## config.mk

```make
export PLATFORM = sky130hd
export DESIGN_NAME = iir1_mc
export DESIGN_NICKNAME = d
export VERILOG_FILES = /design/src/rtl/iir_pkg.sv /design/src/rtl/iir_mac.sv /design/src/rtl/iir1_mc.sv
export SDC_FILE = /design/constraint.sdc
export NUM_CORES = 1
export LEC_CHECK = 0
export ABC_AREA = 1
export BUFFER_PORTS_ARGS = -buffer_cell sky130_fd_sc_hd__buf_2
export CAP_MARGIN = 40
export CORE_ASPECT_RATIO = 0.8
export CORE_MARGIN = 2
export CORE_UTILIZATION = 50
export CTS_CLUSTER_SIZE = 20
export DETAILED_ROUTE_END_ITERATION = 6
export PLACE_DENSITY = 0.69
export SLEW_MARGIN = 20
export SYNTH_ARGS = -nofsm -noshare
export SYNTH_HDL_FRONTEND = slang
export SYNTH_SLANG_ARGS = --single-unit
export TNS_END_PERCENT = 5
```

## constraint.sdc

```tcl
create_clock -name clk -period 10.1 [get_ports clk]
set_clock_uncertainty 0.1 [all_clocks]
set_input_delay 2.02 -clock clk [delete_from_list [all_inputs] [get_ports clk]]
set_output_delay 2.02 -clock clk [all_outputs]
set_load 0.03 [all_outputs]
```

## src/rtl/iir_pkg.sv

```systemverilog
// Shared widths, FSM states and result reduction for the iir1_mc filter.
// IIR_SAT_EN selects clamping instead of wrap in the reduction step.
package iir_pkg;

    localparam int DW_DEF = 8;
    localparam int CW_DEF = 4;
    localparam int OW_DEF = 17;
    localparam int CH_DEF = 4;

    typedef enum logic {
        RUN   = 1'b0,
        CLEAR = 1'b1
    } iir_st_t;

    // acc carries ACC bits sign-extended to 64; result is OW bits, sign-extended.
    function automatic logic signed [63:0] iir_reduce(
        input logic signed [63:0] acc,
        input int                 ow,
        input logic               sat
    );
        logic signed [63:0] hi;
        logic signed [63:0] lo;
        logic signed [63:0] wr;
        hi = (64'sd1 <<< (ow - 1)) - 64'sd1;
        lo = -hi - 64'sd1;
        wr = (acc <<< (64 - ow)) >>> (64 - ow);
        if (sat && (acc > hi)) begin
            return hi;
        end else if (sat && (acc < lo)) begin
            return lo;
        end
        return wr;
    endfunction

endpackage

```

## src/rtl/iir_mac.sv

```systemverilog
// Output stage: a*y_prev + bx, reduced to OW bits, registered on en.
// IIR_SAT_EN clamps the result and adds the out_sat flag.
module iir_mac
    import iir_pkg::*;
#(
    parameter int CW  = CW_DEF,
    parameter int OW  = OW_DEF,
    parameter int BW  = CW_DEF + DW_DEF,
    parameter int CHW = 2
) (
    input  logic           clk,
    input  logic           rst_n,
    input  logic           en,
    input  logic           in_v,
    input  logic [CHW-1:0] in_ch,
    input  logic [CW-1:0]  a,
    input  logic [OW-1:0]  y_prev,
    input  logic [BW-1:0]  bx,
    output logic [OW-1:0]  y_nxt,
    output logic           out_valid,
    output logic [CHW-1:0] out_ch,
    output logic [OW-1:0]  out_data
`ifdef IIR_SAT_EN
    ,
    output logic           out_sat
`endif
);

    localparam int ACC = CW + OW + 1;
`ifdef IIR_SAT_EN
    localparam logic SAT = 1'b1;
`else
    localparam logic SAT = 1'b0;
`endif

    logic signed [CW+OW-1:0] ay;
    logic signed [ACC-1:0]   acc;
    logic signed [63:0]      acc64;
    logic signed [63:0]      red64;

    assign ay    = (CW+OW)'($signed(a)) * (CW+OW)'($signed(y_prev));
    assign acc   = ACC'(ay) + ACC'($signed(bx));
    assign acc64 = 64'(acc);
    assign red64 = iir_reduce(acc64, OW, SAT);
    assign y_nxt = red64[OW-1:0];

`ifdef IIR_SAT_EN
    logic sat_nxt;
    assign sat_nxt = (red64 != acc64);

    always_ff @(posedge clk or negedge rst_n) begin
        if (!rst_n) begin
            out_sat <= 1'b0;
        end else if (en && in_v) begin
            out_sat <= sat_nxt;
        end
    end
`else
    logic unused_hi;
    assign unused_hi = ^red64[63:OW];
`endif

    always_ff @(posedge clk or negedge rst_n) begin
        if (!rst_n) begin
            out_valid <= 1'b0;
            out_ch    <= '0;
            out_data  <= '0;
        end else if (en) begin
            out_valid <= in_v;
            if (in_v) begin
                out_ch   <= in_ch;
                out_data <= y_nxt;
            end
        end
    end

endmodule

```

## src/rtl/iir1_mc.sv

```systemverilog
// Multi-channel time-multiplexed first-order IIR: y = a*y_prev + b*x.
// Build option IIR_SAT_EN: saturating reduction plus out_sat port.
module iir1_mc
    import iir_pkg::*;
#(
    parameter int DW  = DW_DEF,
    parameter int CW  = CW_DEF,
    parameter int OW  = OW_DEF,
    parameter int CH  = CH_DEF,
    parameter int CHW = $clog2(CH)
) (
    input  logic           clk,
    input  logic           rst_n,
    input  logic [CW-1:0]  coef_a,
    input  logic [CW-1:0]  coef_b,
    input  logic           clr_all,
    input  logic           in_valid,
    output logic           in_ready,
    input  logic [CHW-1:0] in_ch,
    input  logic [DW-1:0]  in_data,
    output logic           out_valid,
    input  logic           out_ready,
    output logic [CHW-1:0] out_ch,
    output logic [OW-1:0]  out_data
`ifdef IIR_SAT_EN
    ,
    output logic           out_sat
`endif
);

    localparam int BW = CW + DW;

    iir_st_t        st_q, st_d;
    logic [CHW-1:0] clr_idx_q, clr_idx_d;
    logic [OW-1:0]  state_q [CH];

    logic           s1_v;
    logic [CHW-1:0] s1_ch;
    logic [CW-1:0]  s1_a;
    logic [CW-1:0]  s1_b;
    logic [DW-1:0]  s1_x;
    logic [OW-1:0]  s1_y;

    logic           advance;
    logic           accept;
    logic [BW-1:0]  bx;
    logic [OW-1:0]  y_nxt;
    logic [OW-1:0]  y_rd;

    assign advance  = !out_valid || out_ready;
    assign in_ready = advance && (st_q == RUN);
    assign accept   = in_valid && in_ready;
    assign bx       = BW'($signed(s1_b)) * BW'($signed(s1_x));

    // S1 leaves on this same edge; take its result if it targets our channel.
    assign y_rd = (s1_v && (s1_ch == in_ch) && (st_q == RUN))
                ? y_nxt : state_q[in_ch];

    always_ff @(posedge clk or negedge rst_n) begin
        if (!rst_n) begin
            s1_v  <= 1'b0;
            s1_ch <= '0;
            s1_a  <= '0;
            s1_b  <= '0;
            s1_x  <= '0;
            s1_y  <= '0;
        end else if (advance) begin
            s1_v <= accept;
            if (accept) begin
                s1_ch <= in_ch;
                s1_a  <= coef_a;
                s1_b  <= coef_b;
                s1_x  <= in_data;
                s1_y  <= y_rd;
            end
        end
    end

    always_ff @(posedge clk or negedge rst_n) begin
        if (!rst_n) begin
            for (int i = 0; i < CH; i++) begin
                state_q[i] <= '0;
            end
        end else if (st_q == CLEAR) begin
            state_q[clr_idx_q] <= '0;
        end else if (advance && s1_v) begin
            state_q[s1_ch] <= y_nxt;
        end
    end

    always_ff @(posedge clk or negedge rst_n) begin
        if (!rst_n) begin
            st_q      <= RUN;
            clr_idx_q <= '0;
        end else begin
            st_q      <= st_d;
            clr_idx_q <= clr_idx_d;
        end
    end

    always_comb begin
        st_d      = st_q;
        clr_idx_d = clr_idx_q;
        unique case (st_q)
            RUN: begin
                if (clr_all) begin
                    st_d      = CLEAR;
                    clr_idx_d = '0;
                end
            end
            CLEAR: begin
                if (clr_idx_q == CHW'(CH - 1)) begin
                    st_d = RUN;
                end else begin
                    clr_idx_d = clr_idx_q + CHW'(1);
                end
            end
            default: st_d = RUN;
        endcase
    end

    iir_mac #(
        .CW  (CW),
        .OW  (OW),
        .BW  (BW),
        .CHW (CHW)
    ) u_mac (
        .clk       (clk),
        .rst_n     (rst_n),
        .en        (advance),
        .in_v      (s1_v),
        .in_ch     (s1_ch),
        .a         (s1_a),
        .y_prev    (s1_y),
        .bx        (bx),
        .y_nxt     (y_nxt),
        .out_valid (out_valid),
        .out_ch    (out_ch),
        .out_data  (out_data)
`ifdef IIR_SAT_EN
        ,
        .out_sat   (out_sat)
`endif
    );

endmodule

```

Word-level counts from Yosys, hierarchy flattened. Cells that the tools add are included.

Register bits after elaboration: 127. Input bits: 23.

Add/sub/neg operators: 2. Multipliers: 2. Magnitude comparators: 5. Equal/unequal tests: 4. Muxes and demuxes: 17. Bitwise logic cells: 6. Reduce and logical (&&, ||, !) cells: 13.

Operators with widths (count): 68-bit two-way mux (2); 17-bit two-way mux (5); 68-bit AND (1); 68-bit bitwise mux (1); 17-bit demux with 2-bit select (2); 68-bit NOT (1); 17-bit binary-select mux with 2-bit select (1); 17-bit by 12-bit adder with 17-bit output (1); 4-bit by 17-bit multiplier with 17-bit output (1); 4-bit by 8-bit multiplier with 12-bit output (1); 3-bit greater-or-equal comparator (second input constant) (3); 2-bit NOT with 3-bit output (3); 1-bit logical AND (7); 3-bit by 1-bit less-than comparator with 1-bit output (second input constant) (2); 2-bit AND reduction (3); 2-bit two-way mux (2); 2-bit != test (second input constant) (2); 2-bit one-hot mux with 2 select lines (1); 2-bit by 1-bit adder with 2-bit output (second input constant) (1); 2-bit equality test (1); 2-bit equality test (second input constant) (1); 1-bit two-way mux (2); 1-bit one-hot mux with 2 select lines (1); 2-bit nonzero test (1); other kinds (3) (3).

Longest topological paths before layout.
Word-level depth: 8. Mapped depth: 25.

Modules after synthesis. Synthesis repeated with hierarchy kept, for this count alone.

Cells, all modules: 1258. Area, all modules: 9434.0 um^2.

Modules (own cells, without submodules): iir1_mc (times used 1, cells an instance 764, area an instance 6019.5 um^2, seq. area each 2677.6 um^2); iir_mac (times used 1, cells an instance 494, area an instance 3414.5 um^2, seq. area each 500.5 um^2).

Least setup slack after synthesis. No wires, ideal clock.

Path type: input port to output port. Start: input out_ready. End: output in_ready. Arrival time: 2507 ps. Slack: 5473 ps. Stages on the path: 2. Buffers on the path: 0. Cells stage by stage: nor2_1 > nor2_1.

Cells in the longest elaborated chain, start to end: 2.

Ends and longest elaborated chain: start, declared (RTL line iir1_mc.sv:22) `input logic out_ready,`; 1-bit logical OR (RTL line iir1_mc.sv:50) `assign advance = !out_valid || out_ready;`; 1-bit logical AND (RTL line iir1_mc.sv:51) `assign in_ready = advance && (st_q == RUN);`; end, declared (RTL line iir1_mc.sv:18) `output logic in_ready,`.

Every way passes these cells.

Worst setup path in the final report.
Start: register s1_b[3]. End: register s1_y[10].

Cells in the longest elaborated chain, start to end: 3.

Ends and longest elaborated chain: start, declared (RTL line iir1_mc.sv:40) `logic [CW-1:0] s1_b;`; start signal, assigned (RTL line iir1_mc.sv:72) `s1_b <= coef_b;`; 4-bit by 8-bit multiplier with 12-bit output (RTL line iir1_mc.sv:53) `assign bx = BW'($signed(s1_b)) * BW'($signed(s1_x));`; 17-bit by 12-bit adder with 17-bit output (RTL line iir_mac.sv:42) `assign acc = ACC'(ay) + ACC'($signed(bx));`; 17-bit two-way mux (RTL line iir1_mc.sv:57) `? y_nxt : state_q[in_ch];`; end signal, assigned (RTL line iir1_mc.sv:74) `s1_y <= y_rd;`; end, declared (RTL line iir1_mc.sv:42) `logic [OW-1:0] s1_y;`.

Every way passes these cells. A chain may end at the register's enable or synchronous reset.

==> out/metrics.yaml <==
run_status: "finished, final reports clean"
routed-via-count: 8124
postCtsSetupRepairBufs: 0
worst_hold_path_type: "reg2reg"
fin_crit_sh: 0.512
final_hold_vio_count: 0
period_needed_ns: 5.17
globalplace.congestion: 0.935
tritoncts_num_sinks: 127
hpwlAfterDp_um: 17800
layout.cells.most_common_list: "391 x sky130_fd_sc_hd__nand2_1, 234 x sky130_fd_sc_hd__inv_1, 127 x sky130_fd_sc_hd__dfrtp_1"
clk_pin_slew_worst_paths_ns: 0.06
critical_path.max_fanout: 10
hold_buffers: 0
routedWlPerCell_um: 15.8
number_of_warnings_printed_during_yosys_synthesis: 0
clock_tree.buffer_depth: 2
placed_cells: 1527
post_synth_instance_area_um2: 9620
grt_first_pass_wirelength_um: 41200
die_h_um: 128
detail_route.wirelength_um: 24500
synthMuxAreaShare: 0
timing.max_slew.rel_slack: 0.468
max_freq_mhz: 193
worst-endpoint-arrival_ns: 5.38
worstPathRequired_ns: 10.31
min_delay_path_depth: 2
synth-adder-area-share: 0.217
diodes: 0
critical_path_class: "reg2reg"
seq_area_frac_synth: 0.330
number_of_cells_on_the_worst_reg_to_reg_path: 17
synth-seq-cells: 127
synthesis.nets: 1410
synth-xor-area-share: 0.00975
layout-area-overhead-vs-synth_pct: 10.5
worstSkewPairLatency_ns: 0.43
tritoncts: "built"
drt-initial-drc-count: 734
h-tree-depth: 4
start_kind: "flip-flop"
route.antenna.remaining_nets: 0
globalRouteTotalUtil: 0.256
clock-root-buffer: "sky130_fd_sc_hd__clkbuf_16"
coreArea_um2: 18900
layout.nets: 1433
hold_path_startpoint: "u_mac.out_data[0]"
grt_remaining_overflow: 0
post_synthesis_average_cell_area_um2: 7.60
utilization: 0.562
post_route_cells_drive_above_1_share: 0.0831
maximum_number_of_pins_on_one_net_before_global_route_repair: 77
worstSetupEndpointType: "flip-flop"
grt_pass1_vias: 7883
post_synth_and_or_nand_nor_area_fraction: 0.234
rrSetupSlack_ns: 4.93
max_slew.worst_pin.slew_ns: 0.798
synth_top_family_by_area: "simple AND/OR/NAND/NOR gates"
cts-resized-gates: 0
post_drt_via_cell_ratio: 5.21
ioPinCount: 44
dieWidth_um: 159
post_synthesis_compound_gate_area_fraction: 0.0905
final_common_cell: "sky130_fd_sc_hd__nand2_1"
r2r_start: "s1_b[3]"
timing.rr.end: "s1_y[10]"
initial_utilization: 0.509
numCtsBuffers: 17
setup_viol: 0
syn-instance-count: 1266
drc: 0
antenna_found_initial: 0
finalSetupTns_ns: 0
numPortBuffers: 43
synth.lib_cells_used.distinct: 42
placementRows: 45
rsz_0062_raised_after_global_routing: "no"
first_pass_iters: 6
final_cells: 1558
design.die.area_um2: 20400
max-cap-violations: 0
final_max_slew_viol_count: 0
hold_end: "u_mac.out_data[0]"
==> sequential cells by signal (all words and copies together) (netlist names) <==
name             flops
st_q                 1
s1_v                 1
u_mac.out_valid      1
u_mac.out_ch         2
state_q             68
u_mac.out_data      17
s1_y                17
clr_idx_q            2
s1_b                 4
s1_x                 8
s1_a                 4
s1_ch                2
==> through the flow <==
step | setup slack, ns | hold slack, ns | area [um2]
2_1_floorplan | 5.47 | 0.344 | 9620
3_3_place_gp | 5.08 | 0.351 | 9980
3_5_place_dp | 5.03 | 0.358 | 9980
4_1_cts | 4.99 | 0.374 | 10600
5_1_grt | 4.62 | 0.388 | 10600
6_report | 4.93 | 0.370 | 10600
==> worst max path at each step <==
stage,end,slack (ns),startpoint,depth (start not counted)
6_report,s1_y[10],4.93,s1_b[3],17
2_1_floorplan,in_ready,5.47,out_ready,2
3_5_place_dp,s1_y[10],5.03,s1_b[3],17
3_3_place_gp,s1_y[10],5.08,s1_a[0],16
4_1_cts,s1_y[10],4.99,s1_b[3],17
5_1_grt,s1_y[10],4.62,s1_b[3],17
==> cell type report <==
type | count | area, um2
Fill cell | 1798 | 8280
Multi-Input combinational cell | 850 | 5300
Sequential cell | 127 | 3180
Clock buffer | 18 | 439
Tap cell | 258 | 323
Inverter | 245 | 925
Timing Repair Buffer | 48 | 267
Clock inverter | 12 | 206
==> critical path, stage by stage, from the launching register on <==
cell and delay (ns):
sky130_fd_sc_hd__dfrtp_1 0.50, sky130_fd_sc_hd__clkinv_1 0.33, sky130_fd_sc_hd__or2_2 0.38, sky130_fd_sc_hd__fa_1 0.46, sky130_fd_sc_hd__fa_1 0.51, sky130_fd_sc_hd__inv_1 0.05, sky130_fd_sc_hd__fa_1 0.51, sky130_fd_sc_hd__fa_1 0.45
sky130_fd_sc_hd__ha_1 0.34, sky130_fd_sc_hd__a21oi_1 0.21, sky130_fd_sc_hd__nand2_1 0.18, sky130_fd_sc_hd__nand2_1 0.10, sky130_fd_sc_hd__nand2_1 0.12, sky130_fd_sc_hd__a21oi_2 0.21, sky130_fd_sc_hd__xor2_1 0.38, sky130_fd_sc_hd__nand2_1 0.09
sky130_fd_sc_hd__nand2_1 0.07, sky130_fd_sc_hd__nand2_1 0.05
==> cell families after synthesis <==
kind of cell,after synthesis
and+or+nand+nor,557
DFF,127
adders and majority gates,121
AOI/OAI and AO/OA,163
buffers and inverters,289
xor gates and xnor gates,9
==> cell usage after synthesis <==
cell / n / area share
sky130_fd_sc_hd__and2_1: 1 / 0.00065
sky130_fd_sc_hd__nor3_2: 2 / 0.0021
sky130_fd_sc_hd__xor2_1: 5 / 0.0046
sky130_fd_sc_hd__buf_4: 2 / 0.0016
sky130_fd_sc_hd__nor2_2: 2 / 0.0013
sky130_fd_sc_hd__nand2_1: 391 / 0.15
sky130_fd_sc_hd__a22o_1: 2 / 0.0018
sky130_fd_sc_hd__nand3_1: 46 / 0.024
sky130_fd_sc_hd__nand3b_1: 2 / 0.0016
sky130_fd_sc_hd__o21ai_1: 15 / 0.0078
sky130_fd_sc_hd__a21oi_2: 1 / 0.00091
sky130_fd_sc_hd__o211ai_1: 1 / 0.00078
sky130_fd_sc_hd__nand2_2: 1 / 0.00065
sky130_fd_sc_hd__o22ai_1: 17 / 0.011
sky130_fd_sc_hd__a21o_1: 1 / 0.00078
sky130_fd_sc_hd__o221ai_1: 2 / 0.0018
sky130_fd_sc_hd__nor2_1: 94 / 0.037
sky130_fd_sc_hd__o21bai_1: 1 / 0.00078
sky130_fd_sc_hd__nor2_4: 1 / 0.0012
sky130_fd_sc_hd__buf_1: 6 / 0.0023
sky130_fd_sc_hd__fa_1: 76 / 0.16
sky130_fd_sc_hd__o21ai_0: 89 / 0.046
sky130_fd_sc_hd__inv_1: 234 / 0.091
sky130_fd_sc_hd__xor2_2: 2 / 0.0034
sky130_fd_sc_hd__inv_2: 8 / 0.0031
sky130_fd_sc_hd__dfrtp_1: 127 / 0.33
sky130_fd_sc_hd__a31oi_1: 4 / 0.0026
sky130_fd_sc_hd__a211oi_1: 1 / 0.00078
sky130_fd_sc_hd__nand2_4: 1 / 0.0012
sky130_fd_sc_hd__a21oi_1: 29 / 0.015
sky130_fd_sc_hd__buf_2: 14 / 0.0073
sky130_fd_sc_hd__nor4_1: 1 / 0.00065
sky130_fd_sc_hd__inv_4: 2 / 0.0013
sky130_fd_sc_hd__clkbuf_1: 18 / 0.0070
sky130_fd_sc_hd__buf_6: 4 / 0.0047
sky130_fd_sc_hd__clkinv_1: 1 / 0.00039
sky130_fd_sc_hd__nor2_8: 1 / 0.0021
sky130_fd_sc_hd__xnor2_1: 2 / 0.0018
sky130_fd_sc_hd__nand3_2: 1 / 0.0010
sky130_fd_sc_hd__or2_2: 8 / 0.0052
sky130_fd_sc_hd__ha_1: 45 / 0.059
sky130_fd_sc_hd__nand4_1: 5 / 0.0033
==> routing by layer <==
layer / part of all wire / vias to the layer above / GRT usage
li1: - / 3886 / -
met1: 0.48 / 3928 / 0.383
met2: 0.45 / 284 / 0.387
met3: 0.065 / 26 / 0.0472
met4: 0.011 / 0 / 0.0631
met5: 0 / - / 0
Power is left out: the tool's default activity adds up to more than one toggle a clock period on the data nets, which glitch-free logic cannot reach.
